[src/rtl/sdram_pkg.sv]
// -----------------------------------------------------------------------------
// sdram_pkg
//   Definitions shared by the SDRAM controller wrapper and its multi-port
//   arbiter front end.
//   - DEF_HADDR_WIDTH / DEF_DATA_WIDTH : default host address / data widths
//   - arb_state_t                      : arbiter FSM state encoding
//   - idx_width()                      : index width for a port count (min 1)
// -----------------------------------------------------------------------------
package sdram_pkg;

  // Host address is bank + row + column.
  localparam int DEF_HADDR_WIDTH = 24;
  localparam int DEF_DATA_WIDTH  = 16;

  // Widest read latency the latency tracker has to count.
  localparam int MAX_RD_LATENCY  = 14;

  typedef enum logic [1:0] {
    ST_ARB   = 2'd0,  // pick a requester
    ST_ISSUE = 2'd1,  // command pulse on the controller host side
    ST_GAP   = 2'd2   // let the controller finish before the next command
  } arb_state_t;

  // Bits needed to index n ports; never returns 0 so vectors stay legal.
  function automatic int idx_width(input int n);
    return (n > 1) ? $clog2(n) : 1;
  endfunction

endpackage

[src/rtl/sdram_arbiter_if.sv]
// -----------------------------------------------------------------------------
// sdram_arbiter_if
//   Bundles the requester side and the controller host side of the arbiter.
//   Requester side : req, we, addr, wdata (in to arbiter), gnt, rvalid, rdata
//   Controller side: haddr, data_input, rd_enable, wr_enable (out of arbiter),
//                    busy, data_output (in to arbiter)
//   Per-port fields are packed, port k at [k*W +: W].
//   Modports: slave  - the arbiter
//             master - the environment (requesters + controller)
// -----------------------------------------------------------------------------
interface sdram_arbiter_if #(
  parameter int NPORTS      = 4,
  parameter int HADDR_WIDTH = sdram_pkg::DEF_HADDR_WIDTH,
  parameter int DATA_WIDTH  = sdram_pkg::DEF_DATA_WIDTH
);

  // Requester side
  logic [NPORTS-1:0]             req;
  logic [NPORTS-1:0]             we;
  logic [NPORTS*HADDR_WIDTH-1:0] addr;
  logic [NPORTS*DATA_WIDTH-1:0]  wdata;
  logic [NPORTS-1:0]             gnt;
  logic [NPORTS-1:0]             rvalid;
  logic [DATA_WIDTH-1:0]         rdata;

  // Controller host side
  logic [HADDR_WIDTH-1:0]        haddr;
  logic [DATA_WIDTH-1:0]         data_input;
  logic                          rd_enable;
  logic                          wr_enable;
  logic                          busy;
  logic [DATA_WIDTH-1:0]         data_output;

  modport slave (
    input  req, we, addr, wdata, busy, data_output,
    output gnt, rvalid, rdata, haddr, data_input, rd_enable, wr_enable
  );

  modport master (
    output req, we, addr, wdata, busy, data_output,
    input  gnt, rvalid, rdata, haddr, data_input, rd_enable, wr_enable
  );

endinterface

[src/rtl/sdram_arbiter_rr_arbiter.sv]
// -----------------------------------------------------------------------------
// rr_arbiter
//   Combinational round-robin pick: the first set bit of req scanning from
//   index ptr upward, wrapping modulo NPORTS.
//   Ports:
//     req        in  NPORTS  request vector
//     ptr        in  IDX_W   highest-priority index for this pick
//     win_onehot out NPORTS  one-hot winner (0 when no request)
//     win_idx    out IDX_W   winner index (0 when no request)
//     win_valid  out 1       any request present
// -----------------------------------------------------------------------------
module rr_arbiter
  import sdram_pkg::*;
#(
  parameter  int NPORTS = 4,
  localparam int IDX_W  = idx_width(NPORTS)
) (
  input  logic [NPORTS-1:0] req,
  input  logic [IDX_W-1:0]  ptr,
  output logic [NPORTS-1:0] win_onehot,
  output logic [IDX_W-1:0]  win_idx,
  output logic              win_valid
);

  // (base + off) mod NPORTS for off in 0..NPORTS-1 and base < NPORTS.
  function automatic logic [IDX_W-1:0] wrap_add(input logic [IDX_W-1:0] base,
                                                input int               off);
    int sum;
    sum = int'(base) + off;
    if (sum >= NPORTS) sum = sum - NPORTS;
    return IDX_W'(sum);
  endfunction

  logic [IDX_W-1:0] cand;

  // NOTE: every output of a combinational block gets a default before any
  // conditional assignment; otherwise synthesis infers a latch.
  always_comb begin
    win_valid = 1'b0;
    win_idx   = '0;
    cand      = '0;
    for (int i = 0; i < NPORTS; i++) begin
      cand = wrap_add(ptr, i);
      if (!win_valid && req[cand]) begin
        win_valid = 1'b1;
        win_idx   = cand;
      end
    end
    win_onehot = win_valid ? (NPORTS'(1) << win_idx) : '0;
  end

endmodule

[src/rtl/sdram_arbiter.sv]
// -----------------------------------------------------------------------------
// sdram_arbiter
//   Shares the single-port SDRAM controller host interface among NPORTS
//   requesters with round-robin arbitration. Each command is a single-cycle
//   rd_enable/wr_enable pulse followed by CMD_GAP idle cycles, so the
//   controller always finishes one operation before the next is issued.
//   Read data is registered into rdata RD_LATENCY cycles after the read pulse
//   and tagged to the originating port with a one-cycle rvalid bit.
//
//   Parameters:
//     NPORTS      2..8 requesters
//     HADDR_WIDTH host address width
//     DATA_WIDTH  data width
//     RD_LATENCY  1..14, enable pulse to controller read data
//     CMD_GAP     idle cycles after each issue; must be >= RD_LATENCY and
//                 cover a full controller write sequence
//   Ports:
//     clk   in  single clock
//     rst   in  synchronous, active-high reset
//     bus   slave modport of sdram_arbiter_if (requesters + controller)
//
//   Timing: req seen in ARB at cycle T -> gnt/enable at T+1; read result at
//   T+1+RD_LATENCY. Enable pulses are at least CMD_GAP+2 cycles apart.
// -----------------------------------------------------------------------------
module sdram_arbiter
  import sdram_pkg::*;
#(
  parameter int NPORTS      = 4,
  parameter int HADDR_WIDTH = DEF_HADDR_WIDTH,
  parameter int DATA_WIDTH  = DEF_DATA_WIDTH,
  parameter int RD_LATENCY  = 4,
  parameter int CMD_GAP     = 10
) (
  input  logic           clk,
  input  logic           rst,
  sdram_arbiter_if.slave bus
);

  localparam int IDX_W = idx_width(NPORTS);
  localparam int GAP_W = $clog2(CMD_GAP + 1);
  localparam int LAT_W = $clog2(MAX_RD_LATENCY + 1);

  arb_state_t       state;
  logic [IDX_W-1:0] ptr;        // highest-priority port for the next pick
  logic [IDX_W-1:0] win_idx_q;  // port being issued
  logic [GAP_W-1:0] gap_cnt;

  // Read-return tracker. Only one read can be in flight because the gap
  // after every issue is at least as long as the read latency.
  logic             rd_pend;
  logic [LAT_W-1:0] lat_cnt;
  logic [IDX_W-1:0] rd_tag;

  logic [NPORTS-1:0] arb_onehot;
  logic [IDX_W-1:0]  arb_idx;
  logic              arb_valid;

  rr_arbiter #(
    .NPORTS (NPORTS)
  ) u_rr (
    .req        (bus.req),
    .ptr        (ptr),
    .win_onehot (arb_onehot),
    .win_idx    (arb_idx),
    .win_valid  (arb_valid)
  );

  // Pointer moves to the port after the one just served.
  logic [IDX_W-1:0] ptr_next;
  assign ptr_next = (win_idx_q == IDX_W'(NPORTS - 1)) ? '0 : win_idx_q + 1'b1;

  // NOTE: sequential state uses non-blocking assignments only, so every
  // register samples the pre-edge values regardless of statement order.
  always_ff @(posedge clk) begin
    if (rst) begin
      state          <= ST_ARB;
      ptr            <= '0;
      win_idx_q      <= '0;
      gap_cnt        <= '0;
      rd_pend        <= 1'b0;
      lat_cnt        <= '0;
      rd_tag         <= '0;
      bus.gnt        <= '0;
      bus.rvalid     <= '0;
      bus.rdata      <= '0;
      bus.haddr      <= '0;
      bus.data_input <= '0;
      bus.rd_enable  <= 1'b0;
      bus.wr_enable  <= 1'b0;
    end else begin
      // Strobes are single-cycle: cleared every edge unless set below.
      bus.gnt       <= '0;
      bus.rvalid    <= '0;
      bus.rd_enable <= 1'b0;
      bus.wr_enable <= 1'b0;

      // Read return runs independently of the issue FSM.
      if (rd_pend) begin
        if (lat_cnt == LAT_W'(1)) begin
          rd_pend    <= 1'b0;
          bus.rdata  <= bus.data_output;
          bus.rvalid <= NPORTS'(1) << rd_tag;
        end else begin
          lat_cnt <= lat_cnt - 1'b1;
        end
      end

      case (state)
        ST_ARB: begin
          // Outputs for the ISSUE cycle are loaded on the way in, so the
          // enable, gnt, haddr and data_input all come straight from flops.
          if (!bus.busy && arb_valid) begin
            win_idx_q      <= arb_idx;
            bus.gnt        <= arb_onehot;
            bus.haddr      <= bus.addr[int'(arb_idx)*HADDR_WIDTH +: HADDR_WIDTH];
            bus.data_input <= bus.wdata[int'(arb_idx)*DATA_WIDTH +: DATA_WIDTH];
            if (bus.we[arb_idx]) begin
              bus.wr_enable <= 1'b1;
            end else begin
              bus.rd_enable <= 1'b1;
              rd_pend       <= 1'b1;
              lat_cnt       <= LAT_W'(RD_LATENCY);
              rd_tag        <= arb_idx;
            end
            state <= ST_ISSUE;
          end
        end

        ST_ISSUE: begin
          ptr     <= ptr_next;
          gap_cnt <= GAP_W'(CMD_GAP - 1);
          state   <= ST_GAP;
        end

        ST_GAP: begin
          // Requests are deliberately ignored until the gap has elapsed.
          if (gap_cnt == '0) begin
            state <= ST_ARB;
          end else begin
            gap_cnt <= gap_cnt - 1'b1;
          end
        end

        default: state <= ST_ARB;
      endcase
    end
  end

endmodule

[src/flat_wrapper.sv]
// flat-port wrapper written by rule: the top's interface ports become plain ports
module sdram_arbiter_flat import sdram_pkg::*;
#(
  parameter int NPORTS      = 4,
  parameter int HADDR_WIDTH = DEF_HADDR_WIDTH,
  parameter int DATA_WIDTH  = DEF_DATA_WIDTH,
  parameter int RD_LATENCY  = 4,
  parameter int CMD_GAP     = 10
)
  (clk, rst, bus_req, bus_we, bus_addr, bus_wdata, bus_busy, bus_data_output, bus_gnt, bus_rvalid, bus_rdata, bus_haddr, bus_data_input, bus_rd_enable, bus_wr_enable);
  sdram_arbiter_if #(.NPORTS(NPORTS), .HADDR_WIDTH(HADDR_WIDTH), .DATA_WIDTH(DATA_WIDTH)) bus_i ();
  input  logic clk;
  input  logic rst;
  input wire logic [$bits(bus_i.req)-1:0] bus_req;
  input wire logic [$bits(bus_i.we)-1:0] bus_we;
  input wire logic [$bits(bus_i.addr)-1:0] bus_addr;
  input wire logic [$bits(bus_i.wdata)-1:0] bus_wdata;
  input wire logic [$bits(bus_i.busy)-1:0] bus_busy;
  input wire logic [$bits(bus_i.data_output)-1:0] bus_data_output;
  output wire logic [$bits(bus_i.gnt)-1:0] bus_gnt;
  output wire logic [$bits(bus_i.rvalid)-1:0] bus_rvalid;
  output wire logic [$bits(bus_i.rdata)-1:0] bus_rdata;
  output wire logic [$bits(bus_i.haddr)-1:0] bus_haddr;
  output wire logic [$bits(bus_i.data_input)-1:0] bus_data_input;
  output wire logic [$bits(bus_i.rd_enable)-1:0] bus_rd_enable;
  output wire logic [$bits(bus_i.wr_enable)-1:0] bus_wr_enable;
  assign bus_i.req = bus_req;
  assign bus_i.we = bus_we;
  assign bus_i.addr = bus_addr;
  assign bus_i.wdata = bus_wdata;
  assign bus_i.busy = bus_busy;
  assign bus_i.data_output = bus_data_output;
  assign bus_gnt = bus_i.gnt;
  assign bus_rvalid = bus_i.rvalid;
  assign bus_rdata = bus_i.rdata;
  assign bus_haddr = bus_i.haddr;
  assign bus_data_input = bus_i.data_input;
  assign bus_rd_enable = bus_i.rd_enable;
  assign bus_wr_enable = bus_i.wr_enable;
  sdram_arbiter #(.NPORTS(NPORTS), .HADDR_WIDTH(HADDR_WIDTH), .DATA_WIDTH(DATA_WIDTH), .RD_LATENCY(RD_LATENCY), .CMD_GAP(CMD_GAP)) u_core (.clk(clk), .rst(rst), .bus(bus_i));
endmodule
[config.mk]
export PLATFORM = sky130hd
export DESIGN_NAME = sdram_arbiter_flat
export DESIGN_NICKNAME = d
export VERILOG_FILES = /design/src/rtl/sdram_pkg.sv /design/src/rtl/sdram_arbiter_if.sv /design/src/rtl/sdram_arbiter_rr_arbiter.sv /design/src/rtl/sdram_arbiter.sv /design/src/flat_wrapper.sv
export SDC_FILE = /design/constraint.sdc
export NUM_CORES = 1
export LEC_CHECK = 0
export ABC_AREA = 1
export ABC_CLOCK_PERIOD_IN_PS = 2720
export CAP_MARGIN = 10
export CORE_ASPECT_RATIO = 0.75
export CORE_MARGIN = 2
export CORE_UTILIZATION = 40
export CTS_CLUSTER_SIZE = 28
export DETAILED_ROUTE_END_ITERATION = 10
export HOLD_SLACK_MARGIN = 0.12
export PLACE_DENSITY = 0.83
export SLEW_MARGIN = 20
export SYNTH_ARGS = -nofsm -noshare
export SYNTH_HDL_FRONTEND = slang
export SYNTH_HIERARCHICAL = 1
export SYNTH_SLANG_ARGS = --single-unit
[constraint.sdc]
create_clock -name clk -period 2.72 [get_ports clk]
set_input_delay 0.408 -clock clk [delete_from_list [all_inputs] [get_ports clk]]
set_output_delay 0.408 -clock clk [all_outputs]
set_load 0.005 [all_outputs]
# == Word level (Yosys, flattened, before mapping) ==
# Index checks and enable logic that the tools add are counted.
# classes
n_mux,40
n_bitwise,6
addsub,10
multipliers,1
eq_ne,7
n_div,0
reduce_logical,19
order_cmp,9
shift,4
# op_table
operator,n
96-bit by 32-bit indexed part select with 24-bit output,1
64-bit by 7-bit indexed part select with 16-bit output,1
4-bit two-way mux,6
2-bit two-way mux,11
1-bit two-way mux,16
2-bit by 3-bit less-than comparator with 1-bit output (second input constant),5
1-bit binary-select mux with 2-bit select,5
3-bit greater-or-equal comparator (second input constant),3
4-bit case mux with 2 select lines,1
2-bit AND reduction,4
1-bit by 2-bit << shifter with 4-bit output (first input constant),2
2-bit by 1-bit subtractor with 2-bit output (second input constant),4
4-bit by 1-bit subtractor with 4-bit output (second input constant),2
2-bit by 2-bit adder with 3-bit output (second input constant),2
1-bit inverter,6
2-bit case mux with 3 select lines,1
3-bit OR reduction,2
2-bit equality test (second input constant),2
4-bit by 1-bit equality test with 1-bit output (second input constant),1
1-bit logical AND,4
1-bit zero test,4
4-bit zero test,1
2-bit by 2-bit multiplier with 4-bit output (second input constant),1
2-bit by 1-bit != test with 1-bit output (second input constant),2
9 further kinds,9
# totals
ramBits,0
memories,0
mem_bits_ro,0
elab_cells,110
out_inout_bits,66
latchBits,0
register_bits,83

# == Longest topological paths before layout ==
# Gate-level depths: netlist of run 1.
# logic_depth
word_depth,19
ltp_mapped,19

# == Cells and area by module ==
# The synthesis of run 1 kept the hierarchy.
# modules_own_cells
module,seq_area_each_um2,instances,area_per_inst_um2,cells_each
sdram_arbiter,1661.6,1,4424.2,685
rr_arbiter,0.0,1,392.9,74

# == Worst setup path before layout of run 1 ==
# OpenSTA, ideal clock, no wires.
# synth_path
kind,reg-to-reg
from,reg u_core.ptr[0]
to,reg u_core.bus.data_input[11]
arrival_ns,1.826
path_slack_ns,0.785
synth_period_minus_slack_ns,1.935
path_stages_with_launch,18
path_buffers,3
path_cell_list,dfxtp_1 -> buf_6 -> inv_8 -> nand2_1 -> nand2_4 -> nand2_1 -> nand2_1 -> nand2_1 -> nand3_1 -> nand3_2 -> inv_1 -> inv_2 -> buf_6 -> clkbuf_1 -> o21ai_0 -> o211ai_1 -> nand2_1 -> inv_1
# synth_lines
element,line,text
from (decl),sdram_arbiter.sv:44,logic [IDX_W-1:0] ptr;
from (signal assigned),sdram_arbiter.sv:130,ptr <= ptr_next;
branches (longest 13 deep; another with 2-bit by 1-bit adder with 3-bit output),-,
2-bit two-way mux *,sdram_arbiter_rr_arbiter.sv:44,if (!win_valid && req[cand]) begin
net u_core.arb_idx[0],sdram_arbiter.sv:55,logic [IDX_W-1:0] arb_idx;
64-bit by 7-bit indexed part select with 16-bit output *,sdram_arbiter.sv:116,bus.data_input <= bus.wdata[int'(arb_idx)*DATA_WIDTH +: DATA_WIDTH];
to (signal assigned),sdram_arbiter.sv:116,
to (decl),sdram_arbiter_if.sv:36,"output gnt, rvalid, rdata, haddr, data_input, rd_enable, wr_enable"
# Mark *: on every way through the listed nets, which the timed path passes. The select of a mux whose other input is x is not followed.
# A chain may end at the register's enable or synchronous reset.

# == Worst setup path in the final report of run 1 ==
# layout_path
from,in bus_req[3]
to,reg u_core.lat_cnt[3]
# layout_between
elab_chain_len,17
# layout_lines
element,line,text
from (decl),flat_wrapper.sv:14,input wire logic [$bits(bus_i.req)-1:0] bus_req;
1-bit binary-select mux with 2-bit select,sdram_arbiter_rr_arbiter.sv:44,
1-bit two-way mux (not written as such),sdram_arbiter_rr_arbiter.sv:44,
1-bit two-way mux,sdram_arbiter_rr_arbiter.sv:44,
1-bit zero test,sdram_arbiter_rr_arbiter.sv:44,
1-bit logical AND,sdram_arbiter_rr_arbiter.sv:44,
1-bit two-way mux,sdram_arbiter_rr_arbiter.sv:44,
1-bit zero test,sdram_arbiter_rr_arbiter.sv:44,
1-bit logical AND,sdram_arbiter_rr_arbiter.sv:44,
[2 not listed],-,
1-bit logical AND,sdram_arbiter_rr_arbiter.sv:44,
2-bit two-way mux *,sdram_arbiter_rr_arbiter.sv:44,
net u_core.arb_idx[0],sdram_arbiter.sv:55,
1-bit binary-select mux with 2-bit select *,sdram_arbiter.sv:117,if (bus.we[arb_idx]) begin
1-bit two-way mux (not written as such) *,sdram_arbiter.sv:117,
4-bit two-way mux *,sdram_arbiter.sv:117,
4-bit two-way mux *,sdram_arbiter.sv:112,if (!bus.busy && arb_valid) begin
4-bit two-way mux *,sdram_arbiter.sv:108,case (state)
to (signal assigned),sdram_arbiter.sv:104,lat_cnt <= lat_cnt - 1'b1;
to (signal assigned),sdram_arbiter.sv:122,lat_cnt <= LAT_W'(RD_LATENCY);
to (decl),sdram_arbiter.sv:51,logic [LAT_W-1:0] lat_cnt;
# Mark *: on every way through the listed nets, which the timed path passes. The rest lies on a longest branch. The select of a mux whose other input is x is not followed.

==> results of run 1 <==
## metal layers
metal / GRT usage [%] / vias up / wire, um
met2: 37.4 / 177 / 6760
met3: 6.89 / 16 / 1340
met4: 6.06 / 0 / 214
met5: 0 / - / 0
li1: - / 2867 / -
met1: 27.9 / 2354 / 6560
## through the flow
| stage | worst slack (ns) | total power, mW | instance area, um2 | TNS [ns] | hold slack (ns) |
|---|---|---|---|---|---|
| floorplan | 0.785 | 2.74 | 4820 | 0 | 0.440 |
| global placement | 0.0613 | 3.54 | 7450 | 0 | 0.432 |
| detailed placement | -0.0282 | 3.57 | 7450 | -0.0477 | 0.436 |
| CTS | 0.193 | 4.81 | 7750 | 0 | 0.445 |
| global route | 0.0712 | 5.14 | 7750 | 0 | 0.467 |
| finish | 0.344 | 4.76 | 7750 | 0 | 0.443 |
## report_power, final
group / internal [mW] / switching, mW / total, mW / leakage, nW
Sequential: 1.38 / 0.0966 / 1.47 / 0.681
Combinational: 0.989 / 1.08 / 2.07 / 2.49
Clock: 0.719 / 0.498 / 1.22 / 0.151
## sequential cells by signal, summed over array words and instances, names as in the netlist, 2 cells and up
| name | cells |
|---|---|
| u_core/bus.data_input | 16 |
| u_core/bus.gnt | 4 |
| u_core/bus.haddr | 24 |
| u_core/bus.rdata | 16 |
| u_core/bus.rvalid | 4 |
| u_core/gap_cnt | 4 |
| u_core/lat_cnt | 4 |
| u_core/ptr | 2 |
| u_core/rd_tag | 2 |
| u_core/state | 2 |
| u_core/win_idx_q | 2 |
## worst register-to-register path: cells and delay by family, from the launching register on
family | cells | cell delay (ns)
AND/OR/NAND/NOR | 12 | 1.12
buffers and inverters | 4 | 0.53
flip-flops | 1 | 0.49
AO/OA/AOI/OAI | 1 | 0.15
## logic make-up after synthesis
group           share of synthesized area [%]
simple gates                             31.4
compound gates                           19.7
buf+inv                                  12.9
flops                                    34.5
fa+ha+maj                                1.04
xor+xnor                                0.364
## cell usage after synthesis
cell                       instances
sky130_fd_sc_hd__buf_4             5
sky130_fd_sc_hd__buf_6             8
sky130_fd_sc_hd__buf_2            17
sky130_fd_sc_hd__buf_1             1
sky130_fd_sc_hd__o211a_1           1
sky130_fd_sc_hd__nand4_1           2
sky130_fd_sc_hd__nor2_2            2
sky130_fd_sc_hd__nor2_4            1
sky130_fd_sc_hd__ha_1              4
sky130_fd_sc_hd__or2_1             1
sky130_fd_sc_hd__nand2_2           9
sky130_fd_sc_hd__nor2_1          223
sky130_fd_sc_hd__nand3_1          22
sky130_fd_sc_hd__nand2_1          90
sky130_fd_sc_hd__nand3_2           6
sky130_fd_sc_hd__a21oi_1          25
sky130_fd_sc_hd__clkbuf_2          1
sky130_fd_sc_hd__xor2_1            2
sky130_fd_sc_hd__o21ai_0          91
sky130_fd_sc_hd__nor4_1            4
sky130_fd_sc_hd__dfxtp_1          83
sky130_fd_sc_hd__nand2_4           4
sky130_fd_sc_hd__o211ai_1         40
sky130_fd_sc_hd__o21ai_1          12
sky130_fd_sc_hd__clkbuf_1         16
sky130_fd_sc_hd__inv_1            82
sky130_fd_sc_hd__inv_2             6
sky130_fd_sc_hd__inv_8             1
## path summary, 6_finish.rpt
| check | start | to | slack (ns) | cells after the start |
|---|---|---|---|---|
| setup reg to reg | u_core/ptr[1]$_SDFFE_PP0P_ | u_core/lat_cnt[3]$_SDFF_PP0_ | 0.38 | 17 |
| hold / removal | u_core/bus.rdata[13]$_SDFFE_PP0N_ | u_core/bus.rdata[13]$_SDFFE_PP0N_ | 0.44 | 2 |
| setup / recovery | bus_req[3] | u_core/lat_cnt[3]$_SDFF_PP0_ | 0.34 | 18 |
| hold reg to reg | u_core/bus.rdata[13]$_SDFFE_PP0N_ | u_core/bus.rdata[13]$_SDFFE_PP0N_ | 0.44 | 2 |
## repair_timing
item / CTS / global route
buffers inserted: 0 / 0
setup endpoints to repair: 0 / 3
resized for setup: 0 / 1
## cell type report
type	count	area, um2	area share (%)
clock inverter	7	75.1	0.969
clock buffer	9	225	2.91
inverter	89	342	4.41
timing repair buffer	264	2710	34.9
tap	162	203	2.62
multi-input combinational	539	2530	32.7
sequential	83	1660	21.5
==> impl_metrics.prom, run 1 <==
# TYPE chip_impl_metric gauge
chip_impl_metric{name="via_count",unit=""} 5414
chip_impl_metric{name="postSynthRegisterBits",unit=""} 83
chip_impl_metric{name="flow.area_growth_from_synthesis",unit="%"} 60.8
chip_impl_info{name="grt_setup_unrepaired",value="false"} 1
chip_impl_metric{name="fp.dieW",unit="um"} 131
chip_impl_metric{name="worst_slew_pin_slew",unit="ns"} 0.668
chip_impl_metric{name="total_routed_wirelength",unit="mm"} 14.9
chip_impl_metric{name="netlist_area_pre_place",unit="mm2"} 0.00482
chip_impl_metric{name="grt.overflow.total",unit=""} 0
chip_impl_metric{name="hold_buffers",unit=""} 0
chip_impl_metric{name="power_density",unit="mW/mm2"} 614
chip_impl_info{name="sequence_of_cells_on_the_critical_path",value="clkdlybuf4s50_1 -> inv_1 -> nand2_1 -> nand2_1 -> o21ai_1 -> nand2_1 -> nand2_1 -> nand2_2 -> nand3_2 -> inv_2 -> inv_2 -> buf_12 -> nand2_1 -> nand3_1 -> nand2_2 -> nand2_2 -> nand2_1 -> a21oi_1"} 1
chip_impl_info{name="layout_common_cells",value="251 x sky130_fd_sc_hd__clkdlybuf4s50_1, 223 x sky130_fd_sc_hd__nor2_1, 91 x sky130_fd_sc_hd__o21ai_0"} 1
chip_impl_metric{name="antenna_violating_nets_post_route",unit=""} 0
chip_impl_info{name="cts_tree",value="built"} 1
chip_impl_metric{name="grt_pass1_wl",unit="mm"} 23.4
chip_impl_metric{name="drt-wirelength-per-cell",unit="um"} 12.9
chip_impl_metric{name="fin_skew",unit="ns"} 0.00560
chip_impl_metric{name="cts_inserted_buffers",unit=""} 9
chip_impl_info{name="synth_area_leader_cell",value="sky130_fd_sc_hd__dfxtp_1"} 1
chip_impl_metric{name="yosysWarningCount",unit=""} 6
chip_impl_metric{name="ir_drop",unit="mV"} 0.331
chip_impl_metric{name="crit_path_max_fanout",unit=""} 53
chip_impl_info{name="post_synth_main_area_contributors",value="sky130_fd_sc_hd__dfxtp_1 34%, sky130_fd_sc_hd__nor2_1 17%, sky130_fd_sc_hd__o21ai_0 9.5%"} 1
chip_impl_info{name="path_class",value="in2reg"} 1
chip_impl_metric{name="core.rowCount",unit=""} 34
chip_impl_metric{name="layout-drive-gt1-share",unit="%"} 6.05
chip_impl_metric{name="finalHoldViolCount",unit=""} 0
chip_impl_metric{name="grt_usage",unit="%"} 22.4
chip_impl_metric{name="avgViaCountPerCell",unit=""} 4.70
chip_impl_metric{name="detail_route.drc_violations",unit=""} 0
chip_impl_metric{name="gp_routability_congestion",unit=""} 0.921
chip_impl_metric{name="layoutNonFillerInstCount",unit=""} 1153
chip_impl_metric{name="synth_cell_types",unit=""} 28
chip_impl_metric{name="initial_antenna_violation_count",unit=""} 0
chip_impl_metric{name="synth.avg_cell_area",unit="um2"} 6.35
chip_impl_info{name="cp_slowest_cell",value="sky130_fd_sc_hd__clkdlybuf4s50_1"} 1
chip_impl_metric{name="die_height",unit="um"} 99.0
chip_impl_metric{name="critical_path_required",unit="ns"} 2.99
chip_impl_metric{name="port-buffer-count",unit=""} 252
chip_impl_info{name="run_status",value="finished clean"} 1
chip_impl_info{name="cp_common_cell",value="sky130_fd_sc_hd__nand2_1"} 1
chip_impl_metric{name="dpl.cell_count",unit=""} 1137
chip_impl_metric{name="cts.reportedPaths.clkPinSlew",unit="ns"} 0.06
chip_impl_info{name="ctsRootBufferMaster",value="sky130_fd_sc_hd__clkbuf_16"} 1
chip_impl_metric{name="pin_count_of_the_biggest_net_entering_global_routing",unit=""} 54
chip_impl_metric{name="initial_standard_cell_utilization_of_the_core",unit="%"} 41.3
chip_impl_metric{name="synth_top_area_share",unit="%"} 34.5
chip_impl_metric{name="max_cap_viol_count",unit=""} 0
chip_impl_info{name="mostFrequentLayoutCell",value="sky130_fd_sc_hd__clkdlybuf4s50_1"} 1
chip_impl_metric{name="cts-root-to-sink-buffers",unit=""} 2
chip_impl_metric{name="drtIter0Drc",unit=""} 224
chip_impl_metric{name="report.final.setup_viol",unit=""} 0
chip_impl_metric{name="power.leakage",unit="nW"} 3.33
chip_impl_metric{name="dp_hpwl",unit="mm"} 11.1
chip_impl_metric{name="achievable-frequency",unit="MHz"} 421
chip_impl_metric{name="period_needed",unit="ns"} 2.38
chip_impl_metric{name="syn_inst",unit=""} 759
chip_impl_info{name="timing.hold.worst.class",value="reg2reg"} 1
chip_impl_metric{name="synth.yosys.seq_area_share",unit="%"} 34.5
chip_impl_metric{name="detailedRoute.firstPassIterationCount",unit=""} 4
chip_impl_metric{name="number_of_global_route_vias_before_repair",unit=""} 5037
chip_impl_metric{name="cts_sinks",unit=""} 83
chip_impl_info{name="setup.worst_path.start_class",value="input pin"} 1
chip_impl_metric{name="max-slew-margin-rel",unit="%"} 55.4
chip_impl_metric{name="ios",unit=""} 253
chip_impl_metric{name="maxSlewViolCount",unit=""} 0
chip_impl_metric{name="synth.net_count",unit=""} 950
chip_impl_metric{name="finalNetCount",unit=""} 1177
chip_impl_metric{name="design.die.area",unit="mm2"} 0.0129
chip_impl_metric{name="worst_skew_pair.late_latency",unit="ns"} 0.33
chip_impl_metric{name="post-route-period-util",unit="%"} 87.3
chip_impl_metric{name="critPathMaxStageDelay",unit="ns"} 0.47
chip_impl_metric{name="cts.htree.levels",unit=""} 3
chip_impl_metric{name="core_area",unit="mm2"} 0.0117
chip_impl_metric{name="critical_path_buf_inv_count",unit=""} 5
chip_impl_metric{name="num-fill-cells",unit=""} 1077
chip_impl_info{name="critical_path.endpoint_type",value="flip-flop"} 1
chip_impl_metric{name="layout.core_utilization",unit="%"} 66.5
chip_impl_metric{name="antenna-diode-count",unit=""} 0
chip_impl_metric{name="arrival",unit="ns"} 2.64
chip_impl_info{name="timing.critical_path.max_delay_family",value="simple AND/OR/NAND/NOR gates"} 1
No activity file was read; power rests on OpenSTA's default activity.
==> run 2, diff against run 1 <==
--- a/config.mk
+++ b/config.mk
@@ -8,13 +8,14 @@
 export ABC_AREA = 1
 export ABC_CLOCK_PERIOD_IN_PS = 2720
 export CAP_MARGIN = 10
-export CORE_ASPECT_RATIO = 0.75
-export CORE_MARGIN = 2
-export CORE_UTILIZATION = 40
+export CORE_AREA = 2 2 98 100
 export CTS_CLUSTER_SIZE = 28
 export DETAILED_ROUTE_END_ITERATION = 10
+export DIE_AREA = 0 0 100 102
+export DONT_BUFFER_PORTS = 1
+export GPL_TIMING_DRIVEN = 0
 export HOLD_SLACK_MARGIN = 0.12
-export PLACE_DENSITY = 0.83
+export PLACE_DENSITY = 0.7
 export SLEW_MARGIN = 20
 export SYNTH_ARGS = -nofsm -noshare
 export SYNTH_HDL_FRONTEND = slang
==> impl_metrics.prom, run 2 (same netlist as run 1, synthesis figures left out) <==
# TYPE chip_impl_metric gauge
chip_impl_info{name="run_status",value="finished clean"} 1
chip_impl_info{name="layout_common_cells",value="223 x sky130_fd_sc_hd__nor2_1, 91 x sky130_fd_sc_hd__o21ai_0, 90 x sky130_fd_sc_hd__nand2_1"} 1
chip_impl_metric{name="wl_met1",unit="mm"} 5.70
chip_impl_metric{name="finalInstanceArea",unit="mm2"} 0.00519
chip_impl_metric{name="arrival",unit="ns"} 2.71
chip_impl_metric{name="fp.dieW",unit="um"} 100
chip_impl_metric{name="worst_slew_pin_slew",unit="ns"} 0.503
chip_impl_info{name="cp_common_cell",value="sky130_fd_sc_hd__nand2_1"} 1
chip_impl_info{name="grt_setup_unrepaired",value="true"} 1
chip_impl_metric{name="number_of_global_route_vias_before_repair",unit=""} 4362
chip_impl_metric{name="total_routed_wirelength",unit="mm"} 13.6
chip_impl_metric{name="layout-drive-gt1-share",unit="%"} 10.1
chip_impl_metric{name="dp_hpwl",unit="mm"} 10.4
chip_impl_info{name="max_flop_register",value="u_core/bus.haddr"} 1
chip_impl_metric{name="period_needed",unit="ns"} 2.46
chip_impl_metric{name="detailedRoute.firstPassIterationCount",unit=""} 7
chip_impl_metric{name="detail_route.drc_violations",unit=""} 0
chip_impl_metric{name="maxSlewViolCount",unit=""} 0
chip_impl_metric{name="achievable-frequency",unit="MHz"} 406
chip_impl_metric{name="die_height",unit="um"} 102
chip_impl_metric{name="hold_buffers",unit=""} 0
chip_impl_metric{name="flow.area_growth_from_synthesis",unit="%"} 7.69
chip_impl_info{name="setup.worst_path.start_class",value="flip-flop"} 1
chip_impl_metric{name="critPathMaxStageDelay",unit="ns"} 0.39
chip_impl_info{name="cp_slowest_cell",value="sky130_fd_sc_hd__clkbuf_1"} 1
chip_impl_metric{name="worst_skew_pair.late_latency",unit="ns"} 0.34
chip_impl_metric{name="max_cap_viol_count",unit=""} 0
chip_impl_metric{name="design.die.area",unit="mm2"} 0.0102
chip_impl_metric{name="cts_sinks",unit=""} 83
chip_impl_metric{name="initial_antenna_violation_count",unit=""} 0
chip_impl_metric{name="grt_usage",unit="%"} 25.0
chip_impl_metric{name="grt_pass1_wl",unit="mm"} 20.5
chip_impl_metric{name="antenna-diode-count",unit=""} 0
chip_impl_metric{name="ios",unit=""} 253
chip_impl_metric{name="port-buffer-count",unit=""} 0
chip_impl_metric{name="grt.overflow.total",unit=""} 0
chip_impl_metric{name="via_count",unit=""} 4783
chip_impl_info{name="timing.rr.start",value="u_core/ptr[0]$_SDFFE_PP0P_"} 1
chip_impl_metric{name="antenna_violating_nets_post_route",unit=""} 0
chip_impl_info{name="worstHoldEndpoint",value="u_core/bus.rdata[6]$_SDFFE_PP0N_"} 1
chip_impl_info{name="ctsRootBufferMaster",value="sky130_fd_sc_hd__clkbuf_8"} 1
chip_impl_info{name="path_class",value="reg2reg"} 1
chip_impl_metric{name="timing.hold.worst_path_depth",unit=""} 2
chip_impl_metric{name="drt-wirelength-per-cell",unit="um"} 15.3
chip_impl_metric{name="finalNetCount",unit=""} 961
chip_impl_metric{name="placed_area",unit="mm2"} 0.00496
chip_impl_info{name="cts_tree",value="built"} 1
chip_impl_metric{name="report.final.setup_viol",unit=""} 0
chip_impl_metric{name="largest_register_ffs",unit=""} 24
chip_impl_metric{name="core_area",unit="mm2"} 0.00911
chip_impl_metric{name="drtIter0Drc",unit=""} 181
chip_impl_metric{name="cts.htree.levels",unit=""} 3
chip_impl_metric{name="ir_drop",unit="mV"} 0.339
chip_impl_metric{name="crit_path_max_fanout",unit=""} 10
chip_impl_metric{name="gp_routability_congestion",unit=""} 0.920
chip_impl_info{name="rr_endpoint",value="u_core/bus.haddr[7]$_SDFFE_PP0P_"} 1
chip_impl_metric{name="core.rowCount",unit=""} 35
chip_impl_metric{name="post_cts.repair.setup_buffers",unit=""} 0
chip_impl_metric{name="critical_path_required",unit="ns"} 2.96
chip_impl_info{name="timing.hold.worst.class",value="in2reg"} 1
chip_impl_metric{name="initial_standard_cell_utilization_of_the_core",unit="%"} 52.9
chip_impl_metric{name="cts-root-to-sink-buffers",unit=""} 2
chip_impl_metric{name="wl_met3",unit="mm"} 1.08
chip_impl_metric{name="cts_inserted_buffers",unit=""} 9
chip_impl_metric{name="rr_worst_depth",unit=""} 17
chip_impl_metric{name="fin_skew",unit="ns"} 0.0169
chip_impl_metric{name="route.met2.wl",unit="mm"} 6.66
chip_impl_metric{name="power.leakage",unit="nW"} 2.40
chip_impl_metric{name="pin_count_of_the_biggest_net_entering_global_routing",unit=""} 17
chip_impl_metric{name="finalHoldViolCount",unit=""} 0
chip_impl_info{name="top_regs",value="u_core/bus.haddr x24, u_core/bus.data_input x16, u_core/bus.rdata x16"} 1
chip_impl_metric{name="post-route-period-util",unit="%"} 90.5
chip_impl_metric{name="avgViaCountPerCell",unit=""} 5.40
chip_impl_metric{name="r2r_slack",unit="ns"} 0.26
chip_impl_metric{name="layoutNonFillerInstCount",unit=""} 886
chip_impl_info{name="sequence_of_cells_on_the_critical_path",value="buf_6 -> inv_8 -> nand2_4 -> nand3_2 -> nand2_2 -> inv_2 -> nand2_1 -> nand2_1 -> nand2_1 -> nand3_2 -> inv_2 -> clkbuf_1 -> nor2_1 -> o21ai_0 -> o211ai_1 -> nand2_1 -> inv_1"} 1
chip_impl_metric{name="power_density",unit="mW/mm2"} 795
chip_impl_metric{name="cts_repair_resize_count",unit=""} 0
chip_impl_metric{name="max-slew-margin-rel",unit="%"} 66.5
chip_impl_metric{name="tns",unit="ns"} 0
chip_impl_info{name="top_signal_layer_used",value="met4"} 1
chip_impl_metric{name="dpl.cell_count",unit=""} 870
chip_impl_info{name="critical_path.endpoint_type",value="flip-flop"} 1
chip_impl_metric{name="cts.reportedPaths.clkPinSlew",unit="ns"} 0.10
chip_impl_info{name="holdCritStartpoint",value="bus_data_output[6]"} 1
chip_impl_info{name="mostFrequentLayoutCell",value="sky130_fd_sc_hd__nor2_1"} 1
[run 2: cell types whose count changed in the layout (fill, tap and decap cells not counted), sizes merged]
cell           change
buf               +17
clkinvlp           +1
bufinv             +1
inv                +1
clkinv             -3
clkdlybuf4s50    -251
clkbuf            +18
[run 2: worst max path at each step]
stage          slack (ns)  depth (start not counted)                  startpoint                                     end
6_report             0.26                         17  u_core/ptr[0]$_SDFFE_PP0P_        u_core/bus.haddr[7]$_SDFFE_PP0P_
5_1_grt            -0.006                         17  u_core/ptr[0]$_SDFFE_PP0P_        u_core/bus.haddr[4]$_SDFFE_PP0P_
4_1_cts              0.22                         16  u_core/ptr[0]$_SDFFE_PP0P_       u_core/bus.haddr[21]$_SDFFE_PP0P_
3_5_place_dp         0.27                         16  u_core/ptr[0]$_SDFFE_PP0P_       u_core/bus.haddr[20]$_SDFFE_PP0P_
3_3_place_gp         0.32                         14  u_core/ptr[0]$_SDFFE_PP0P_       u_core/bus.haddr[16]$_SDFFE_PP0P_
2_1_floorplan        0.78                         17  u_core/ptr[0]$_SDFFE_PP0P_  u_core/bus.data_input[11]$_SDFFE_PP0P_
[run 2: power by group]
| part | switching, mW | leakage [nW] | internal, mW |
|---|---|---|---|
| Clock | 0.477 | 0.113 | 0.534 |
| Combinational | 1.05 | 1.61 | 0.565 |
| Sequential | 0.128 | 0.681 | 1.37 |
| Total | 1.65 | 2.40 | 2.47 |
[run 2: area by class of cell]
class / count / area, um2
buffer: 48 / 284
multi-input combinational: 539 / 2530
tap: 111 / 139
fill: 942 / 3920
clock inverter: 7 / 105
clock buffer: 9 / 124
sequential: 83 / 1660
inverter: 89 / 342
[run 2: through the flow]
step	hold WS [ns]	setup slack, ns	total power [mW]	util, %
2_1_floorplan	0.440	0.785	2.74	-
3_3_place_gp	0.450	0.321	3.07	54.4
3_5_place_dp	0.454	0.269	3.12	54.4
4_1_cts	0.241	0.216	4.14	56.9
5_1_grt	0.253	-0.00588	4.43	57.0
6_report	0.264	0.259	4.12	57.0
[run 2: worst max-delay path: cells and delay by family (launching register included)]
family / cells / cell delay (ns)
buffers and inverters: 6 / 0.97
AND/OR/NAND/NOR: 9 / 0.78
flip-flops: 1 / 0.36
AO/OA/AOI/OAI: 2 / 0.24
[run 2: per-layer routing]
layer	GRT usage (%)	vias to the layer above
met1	30.9	2149
met3	5.61	11
met4	5.48	0
met2	44.7	191
li1	-	2432
met5	0	-
==> run 3, diff against run 2 <==
--- a/config.mk
+++ b/config.mk
@@ -9,6 +9,7 @@
 export ABC_CLOCK_PERIOD_IN_PS = 2720
 export CAP_MARGIN = 10
 export CORE_AREA = 2 2 98 100
+export CTS_BUF_LIST = sky130_fd_sc_hd__clkbuf_16
 export CTS_CLUSTER_SIZE = 28
 export DETAILED_ROUTE_END_ITERATION = 10
 export DIE_AREA = 0 0 100 102
@@ -16,6 +17,7 @@
 export GPL_TIMING_DRIVEN = 0
 export HOLD_SLACK_MARGIN = 0.12
 export PLACE_DENSITY = 0.7
+export SETUP_SLACK_MARGIN = 0.02
 export SLEW_MARGIN = 20
 export SYNTH_ARGS = -nofsm -noshare
 export SYNTH_HDL_FRONTEND = slang
==> impl_metrics.prom, run 3 (same netlist as run 1, synthesis figures left out) <==
# TYPE chip_impl_metric gauge
chip_impl_info{name="mostFrequentLayoutCell",value="sky130_fd_sc_hd__nor2_1"} 1
chip_impl_metric{name="via_count",unit=""} 4807
chip_impl_metric{name="hold_buffers",unit=""} 0
chip_impl_info{name="run_status",value="finished clean"} 1
chip_impl_metric{name="placed_area",unit="mm2"} 0.00496
chip_impl_metric{name="fp.dieW",unit="um"} 100
chip_impl_metric{name="report.final.setup_viol",unit=""} 0
chip_impl_metric{name="crit_path_max_fanout",unit=""} 10
chip_impl_metric{name="die_height",unit="um"} 102
chip_impl_metric{name="ir_drop",unit="mV"} 0.378
chip_impl_metric{name="detail_route.drc_violations",unit=""} 0
chip_impl_metric{name="power.leakage",unit="nW"} 2.45
chip_impl_metric{name="cts_sinks",unit=""} 83
chip_impl_metric{name="largest_register_ffs",unit=""} 24
chip_impl_metric{name="grt_usage",unit="%"} 25.2
chip_impl_metric{name="antenna-diode-count",unit=""} 0
chip_impl_metric{name="dp_hpwl",unit="mm"} 10.4
chip_impl_metric{name="design.die.area",unit="mm2"} 0.0102
chip_impl_metric{name="pin_count_of_the_biggest_net_entering_global_routing",unit=""} 17
chip_impl_metric{name="final.hold.worst_slack",unit="ns"} 0.281
chip_impl_metric{name="cts.reportedPaths.clkPinSlew",unit="ns"} 0.07
chip_impl_metric{name="drtIter0Drc",unit=""} 192
chip_impl_metric{name="initial_antenna_violation_count",unit=""} 0
chip_impl_metric{name="finalWorstSetupSlack",unit="ns"} 0.280
chip_impl_metric{name="number_of_global_route_vias_before_repair",unit=""} 4389
chip_impl_metric{name="cts_repair_resize_count",unit=""} 0
chip_impl_metric{name="finalNetCount",unit=""} 961
chip_impl_metric{name="fin_skew",unit="ns"} 0.00909
chip_impl_metric{name="maxSlewViolCount",unit=""} 0
chip_impl_metric{name="critical_path_required",unit="ns"} 2.94
chip_impl_metric{name="grt_pass1_wl",unit="mm"} 20.5
chip_impl_info{name="path_class",value="reg2reg"} 1
chip_impl_metric{name="achievable-frequency",unit="MHz"} 410
chip_impl_metric{name="cts_inserted_buffers",unit=""} 9
chip_impl_metric{name="post-route-period-util",unit="%"} 89.7
chip_impl_metric{name="tns",unit="ns"} 0
chip_impl_metric{name="worst_skew_pair.late_latency",unit="ns"} 0.33
chip_impl_metric{name="grt.overflow.total",unit=""} 0
chip_impl_metric{name="final-seq-area",unit="mm2"} 0.00166
chip_impl_metric{name="max_cap_viol_count",unit=""} 0
chip_impl_metric{name="total_routed_wirelength",unit="mm"} 13.6
chip_impl_metric{name="detailedRoute.firstPassIterationCount",unit=""} 5
chip_impl_info{name="max_flop_register",value="u_core/bus.haddr"} 1
chip_impl_info{name="cts_tree",value="built"} 1
chip_impl_metric{name="power_density",unit="mW/mm2"} 841
chip_impl_metric{name="worst_slew_pin_slew",unit="ns"} 0.486
chip_impl_metric{name="drt-wirelength-per-cell",unit="um"} 15.4
chip_impl_info{name="top_regs",value="u_core/bus.haddr x24, u_core/bus.data_input x16, u_core/bus.rdata x16"} 1
chip_impl_metric{name="gp_routability_congestion",unit=""} 0.920
chip_impl_info{name="ctsRootBufferMaster",value="sky130_fd_sc_hd__clkbuf_16"} 1
chip_impl_metric{name="num-fill-cells",unit=""} 931
chip_impl_metric{name="total_power",unit="mW"} 4.45
chip_impl_metric{name="port-buffer-count",unit=""} 0
chip_impl_metric{name="core_area",unit="mm2"} 0.00911
chip_impl_info{name="layout_common_cells",value="223 x sky130_fd_sc_hd__nor2_1, 91 x sky130_fd_sc_hd__o21ai_0, 90 x sky130_fd_sc_hd__nand2_1"} 1
chip_impl_metric{name="flow.area_growth_from_synthesis",unit="%"} 9.79
chip_impl_info{name="critical_path.endpoint_type",value="flip-flop"} 1
chip_impl_metric{name="avgViaCountPerCell",unit=""} 5.43
chip_impl_metric{name="finalInstanceArea",unit="mm2"} 0.00529
chip_impl_metric{name="max-slew-margin-rel",unit="%"} 67.6
chip_impl_metric{name="cts-root-to-sink-buffers",unit=""} 2
chip_impl_info{name="timing.hold.worst.class",value="in2reg"} 1
chip_impl_metric{name="cts.htree.levels",unit=""} 3
chip_impl_metric{name="pre_cts_ws",unit="ns"} 0.269
chip_impl_info{name="grt_setup_unrepaired",value="true"} 1
chip_impl_metric{name="finalHoldViolCount",unit=""} 0
chip_impl_metric{name="multi_input_area",unit="mm2"} 0.00253
chip_impl_metric{name="post_cts.repair.setup_buffers",unit=""} 0
chip_impl_metric{name="period_needed",unit="ns"} 2.44
chip_impl_metric{name="ios",unit=""} 253
chip_impl_metric{name="layout-drive-gt1-share",unit="%"} 10.1
chip_impl_metric{name="arrival",unit="ns"} 2.66
chip_impl_metric{name="antenna_violating_nets_post_route",unit=""} 0
chip_impl_metric{name="core.rowCount",unit=""} 35
chip_impl_metric{name="initial_standard_cell_utilization_of_the_core",unit="%"} 52.9
chip_impl_info{name="setup.worst_path.start_class",value="flip-flop"} 1
run 3: cell counts in the layout (fill, tap and decap cells not counted):
Identical to the previous run, type by type.
run 3: per-stage QoR:
step / std cells / util [%]
final: 886 / 58.1
after global routing: 886 / 58.1
after CTS: 886 / 58.0
after detailed placement: 870 / 54.4
after global placement: 870 / 54.4
after floorplan: 759 / -
run 3: metal layers:
metal / up-vias / GRT usage [%] / wire (um)
li1: 2437 / - / -
met1: 2153 / 30.4 / 5590
met2: 207 / 45.0 / 6740
met3: 10 / 6.16 / 1150
met4: 0 / 6.85 / 142
met5: - / 0 / 0
run 3: critical path, cell delays in order (launching register included):
cell,delay (ns)
sky130_fd_sc_hd__dfxtp_1,0.35
sky130_fd_sc_hd__buf_6,0.17
sky130_fd_sc_hd__inv_8,0.06
sky130_fd_sc_hd__nand2_4,0.07
sky130_fd_sc_hd__nand3_2,0.08
sky130_fd_sc_hd__nand2_2,0.13
sky130_fd_sc_hd__inv_2,0.07
sky130_fd_sc_hd__nand2_1,0.06
sky130_fd_sc_hd__nand2_1,0.05
sky130_fd_sc_hd__nand2_1,0.06
sky130_fd_sc_hd__nand3_2,0.14
sky130_fd_sc_hd__inv_2,0.26
sky130_fd_sc_hd__clkbuf_1,0.38
sky130_fd_sc_hd__nor2_1,0.09
sky130_fd_sc_hd__o21ai_0,0.10
sky130_fd_sc_hd__o211ai_1,0.13
sky130_fd_sc_hd__nand2_1,0.08
sky130_fd_sc_hd__inv_1,0.04
run 3: cell type report:
| cell class | count | area share (%) |
|---|---|---|
| buffer | 48 | 5.37 |
| clock buffer | 9 | 4.26 |
| clock inverter | 7 | 1.99 |
| inverter | 89 | 6.46 |
| multi-input combinational | 539 | 47.9 |
| sequential | 83 | 31.4 |
| tap | 111 | 2.63 |
run 3: final timing paths:
check,slack (ns),start,to,cells past startpoint
worst max register to register,0.28,u_core/ptr[0]$_SDFFE_PP0P_,u_core/bus.haddr[7]$_SDFFE_PP0P_,17
worst max-delay path,0.28,u_core/ptr[0]$_SDFFE_PP0P_,u_core/bus.haddr[7]$_SDFFE_PP0P_,17
worst min register to register,0.47,u_core/bus.rdata[14]$_SDFFE_PP0N_,u_core/bus.rdata[14]$_SDFFE_PP0N_,2
worst min-delay path,0.28,bus_data_output[14],u_core/bus.rdata[14]$_SDFFE_PP0N_,2
run 3: power by group:
group          internal [mW]  leakage (nW)  switching [mW]
sequential              1.38         0.681           0.129
combinational          0.565          1.61            1.04
clock                  0.820         0.159           0.513
total                   2.76          2.45            1.69
